===== src/rtl/gcd_euclid.sv =====
// Euclidean GCD sequencer driving a shift-subtract modulus unit over run/ready.
// Optional RUN-state abort: define GCD_TIMEOUT_EN to enable the TIMEOUT watchdog.
module gcd_euclid #(
    parameter int WIDTH   = 32,
    parameter int TIMEOUT = 4096,
    parameter int ICW     = 8
) (
    input  logic             clk,
    input  logic             reset,
    input  logic             start,
    input  logic [WIDTH-1:0] A,
    input  logic [WIDTH-1:0] B,
    output logic             busy,
    output logic             done,
    output logic [WIDTH-1:0] gcd,
    output logic [ICW-1:0]   iter_count,
    output logic             err,
    output logic             mod_run,
    output logic [WIDTH-1:0] mod_a,
    output logic [WIDTH-1:0] mod_b,
    input  logic [WIDTH-1:0] mod_result,
    input  logic             mod_ready
);

    typedef enum logic [2:0] {
        S_IDLE,
        S_CHECK,
        S_RUN,
        S_DROP,
        S_DONE
    } state_t;

    state_t           state;
    logic [WIDTH-1:0] a;
    logic [WIDTH-1:0] b;
    logic [WIDTH-1:0] r;

    generate
        if (TIMEOUT < 2) begin : g_timeout_too_small
        end
    endgenerate

`ifdef GCD_TIMEOUT_EN
    localparam int TCW = $clog2(TIMEOUT);
    logic [TCW-1:0] tcnt;
`endif

    always_ff @(posedge clk) begin
        if (reset) begin
            state      <= S_IDLE;
            a          <= '0;
            b          <= '0;
            r          <= '0;
            busy       <= 1'b0;
            done       <= 1'b0;
            gcd        <= '0;
            iter_count <= '0;
            err        <= 1'b0;
            mod_run    <= 1'b0;
            mod_a      <= '0;
            mod_b      <= '0;
`ifdef GCD_TIMEOUT_EN
            tcnt       <= '0;
`endif
        end else begin
            done <= 1'b0;
            unique case (state)
                S_IDLE: begin
                    if (start) begin
                        a          <= A;
                        b          <= B;
                        iter_count <= '0;
                        err        <= 1'b0;
                        busy       <= 1'b1;
                        state      <= S_CHECK;
                    end
                end
                S_CHECK: begin
                    // A zero divisor is resolved here; the modulus unit would hang on it.
                    if (b == '0) begin
                        gcd   <= a;
                        done  <= 1'b1;
                        if (a == '0) begin
                            err <= 1'b1;
                        end
                        state <= S_DONE;
                    end else begin
                        mod_run <= 1'b1;
                        mod_a   <= a;
                        mod_b   <= b;
                        if (iter_count != '1) begin
                            iter_count <= iter_count + 1'b1;
                        end
`ifdef GCD_TIMEOUT_EN
                        tcnt    <= '0;
`endif
                        state   <= S_RUN;
                    end
                end
                S_RUN: begin
                    if (mod_ready) begin
                        r       <= mod_result;
                        mod_run <= 1'b0;
                        state   <= S_DROP;
                    end
`ifdef GCD_TIMEOUT_EN
                    else if (tcnt == TCW'(TIMEOUT - 1)) begin
                        err     <= 1'b1;
                        mod_run <= 1'b0;
                        gcd     <= '0;
                        done    <= 1'b1;
                        state   <= S_DONE;
                    end else begin
                        tcnt <= tcnt + 1'b1;
                    end
`endif
                end
                S_DROP: begin
                    a     <= b;
                    b     <= r;
                    state <= S_CHECK;
                end
                S_DONE: begin
                    busy  <= 1'b0;
                    state <= S_IDLE;
                end
                default: begin
                    state <= S_IDLE;
                end
            endcase
        end
    end

endmodule

===== config.mk =====
export PLATFORM = sky130hd
export DESIGN_NAME = gcd_euclid
export DESIGN_NICKNAME = d
export VERILOG_FILES = /design/src/rtl/gcd_euclid.sv
export SDC_FILE = /design/constraint.sdc
export NUM_CORES = 1
export LEC_CHECK = 0
export CAP_MARGIN = 20
export CORE_MARGIN = 3
export CORE_UTILIZATION = 31
export DETAILED_ROUTE_END_ITERATION = 6
export GPL_TIMING_DRIVEN = 0
export PLACE_DENSITY = 0.63
export SKIP_CTS_REPAIR_TIMING = 1
export SYNTH_ARGS = -nofsm -noshare
export SYNTH_HDL_FRONTEND = slang
export SYNTH_SLANG_ARGS = --single-unit

===== constraint.sdc =====
create_clock -name clk -period 2.1 [get_ports clk]
set_clock_uncertainty 0.1 [all_clocks]
set_input_delay 0.42 -clock clk [delete_from_list [all_inputs] [get_ports clk]]
set_output_delay 0.42 -clock clk [all_outputs]
set_load 0.005 [all_outputs]

==> impl_metrics.py, run 1 <==
metrics = {
    "layout": {
        "layout.cells.non_filler": 1502,
        "final_layout_size_suffix_gt1_share_pct": 9.39,
        "diodes": 0,
        "multi_input_area_um2": 3670,
        "fillers": 2458,
        "final_nets": 1260,
        "final_util_pct": 45.2,
        "syn_to_final_growth_pct": 41.7,
        "seq_area_um2": 4150,
    },
    "synth": {
        "synth_warnings": 0,
        "syn_inst": 921,
        "synth_top_cells_by_count": "207 x dfxtp_1, 206 x nand2_1, 104 x nor2_1, 103 x a21oi_1, 97 x mux2i_1",
        "yosys.cell_count.top_type": "dfxtp_1",
        "avgSynthCellArea_um2": 8.83,
        "syn_nets": 1022,
        "synthTopCellsByArea": "dfxtp_1 51%, mux2i_1 12%, nand2_1 9.5%",
        "synth_cell_types": 39,
        "synth-edff-count": 0,
        "synth_area_leader_cell": "dfxtp_1",
        "synth_area_um2": 8130,
        "async_flop_share_pct": 0,
        "ys_seq_area_share_pct": 51.0,
        "synth-seq-cells": 207,
        "synth_top_area_share_pct": 51.0,
        "ys.flop_type": "dfxtp_1",
    },
    "critical_path": {
        "slowest_delay_ns": 0.55,
        "cp-end-kind": "output pin",
        "crit_family": "buffers and inverters",
        "critPathLaunchType": "flop",
        "path_buf_inv": 1,
        "crit_chain": "clkdlybuf4s50_1",
        "cp_slowest_cell": "clkdlybuf4s50_1",
        "cp.arrival_ns": 1.51,
        "cp_max_fo": 7,
        "cp.required_ns": 1.58,
        "path_class": "reg -> out",
    },
    "clocking": {
        "cts_buffers": 23,
        "cts_num_sinks": 207,
        "clkTransAtPathRegs_ns": 0.06,
        "cts_tree": "built",
        "clock_latency_ns": 0.51,
        "clk_path_buf_depth": 3,
        "htreeDepth": 1,
        "clock-root-buffer": "clkbuf_16",
    },
    "timing": {
        "finalSetupViolations": 0,
        "hold_viol_final": 0,
        "fin_crit_sh_pct": 96.6,
        "period_minus_slack_ns": 2.03,
        "worst_pin_slew_ns": 0.576,
        "rsz0062_at_grt": "true",
        "fmax_mhz": 493,
        "slew_violations": 0,
        "slew-limit-headroom_pct": 61.6,
    },
    "global_routing": {
        "track_usage_pct": 18.4,
        "grt_pass1_vias": 7049,
        "gr-total-overflow": 0,
        "antenna_found_initial": 0,
        "grt_max_degree": 14,
        "grt_pass1_wl_mm": 41.0,
    },
    "detailed_routing": {
        "wl_mm": 27.0,
        "firstDrtPassIters": 5,
        "ant_nets": 0,
        "route.detailed.drc": 0,
        "vias": 7260,
        "wl_per_cell_um": 17.9,
        "drtIter0Drc": 448,
        "viasPerCell": 4.83,
    },
    "power_and_ir_drop": {
        "vdd_drop_max_mv": 0.448,
        "p_per_area_nw_per_um2": 847,
        "p_leak_nw": 4.44,
        "total_power_mw": 9.76,
    },
    "job": {
        "max-cap-violations": 0,
    },
    "floorplan": {
        "die_y_um": 168,
        "start_util_pct": 31.9,
        "fp.coreArea_um2": 25500,
        "num_io_pins": 208,
        "die-area_um2": 28200,
        "num_rows": 58,
        "die_w_um": 168,
    },
    "status": {
        "status": "finished clean",
    },
    "placed_design": {
        "portBuffers": 207,
        "place_hpwl_mm": 20.7,
        "dp.cells": 1459,
        "gp_congestion": 0.842,
    },
    "hold_path": {
        "worstHoldPathType": "reg -> reg",
    },
}
-- cell families after synthesis --
logic type	after synthesis	share of synthesized area (%)
fa+ha+maj	1	0.154
flops	207	51.0
simple gates	357	18.4
compound gates	186	14.0
mux	97	11.9
buf+inv	73	4.54
-- layout by cell type, fill, tap and decap left out, drive strengths merged, types with 3 or more instances in the layout --
cell type | synthesis | layout
nand2 | 206 | 206
and3 | 3 | 3
a211oi | 68 | 68
nor4 | 18 | 18
a21oi | 103 | 103
clkbuf | 40 | 78
mux2i | 97 | 97
nor2 | 104 | 104
nand3 | 5 | 5
clkinv | 0 | 3
nor3 | 5 | 5
clkdlybuf4s50 | 0 | 207
dfxtp | 207 | 207
buf | 33 | 33
o21ai | 3 | 3
nand4 | 5 | 5
-- layer usage --
metal | up-vias | GRT usage [%] | share of wire [%]
li1 | 3647 | - | -
met1 | 3373 | 25.1 | 46
met2 | 195 | 30.3 | 46
met3 | 45 | 3.50 | 5.5
met4 | 0 | 4.34 | 2.0
met5 | - | 0 | 0
-- where the power goes --
part           switching, mW  leakage (nW)  internal (mW)
Sequential             0.290          1.69           4.17
Combinational          0.657          2.38          0.631
Clock                   1.59         0.369           2.42
Total                   2.54          4.44           7.22
-- sequential cells by signal, indices dropped and copies added (netlist names) --
name / count
mod_b: 32
state: 3
iter_count: 8
r: 32
mod_run: 1
busy: 1
mod_a: 32
a: 32
gcd: 32
done: 1
b: 32
err: 1
-- worst paths after layout --
check,startpoint,endpoint,slack [ns],cells after the start
worst max register to register,b[22]$_SDFFE_PP0P_,mod_a[11]$_SDFFE_PP0P_,0.10,8
worst min register to register,r[31]$_SDFFE_PP0P_,r[31]$_SDFFE_PP0P_,0.35,2
worst min-delay path,r[31]$_SDFFE_PP0P_,r[31]$_SDFFE_PP0P_,0.35,2
worst max-delay path,iter_count[5]$_SDFFE_PP0P_,iter_count[5],0.07,1
-- worst min-delay path, cell delays in order, from the launching register on --
cell     delay, ns
dfxtp_1       0.31
nand2_1       0.05
a21oi_1       0.05
-- cell type report --
cell class,count,share of cell area [%]
Clock inverter,6,0.728
Buffer,73,3.72
Sequential cell,207,36.0
Tap cell,330,3.58
Multi-Input combinational cell,641,31.8
Clock buffer,32,5.72
Timing Repair Buffer,213,18.4
-- metrics by stage --
stage | hold WS [ns] | area [µm²] | setup WS [ns] | TNS [ns]
2_1_floorplan | 0.336 | 8130 | 0.205 | 0
3_3_place_gp | 0.342 | 10600 | -0.963 | -118.35
3_5_place_dp | 0.346 | 10600 | -0.948 | -119.58
4_1_cts | 0.339 | 11400 | -0.422 | -36.66
5_1_grt | 0.362 | 11500 | -0.0296 | -0.165
6_report | 0.353 | 11500 | 0.0709 | 0
(Power assumes the default switching activity.)
==> run 2: changes to the inputs <==
- GPL_ROUTABILITY_DRIVEN: default -> 0
==> results of run 2 <==
No change in the layout: final DEF, timing and power equal those of run 1.
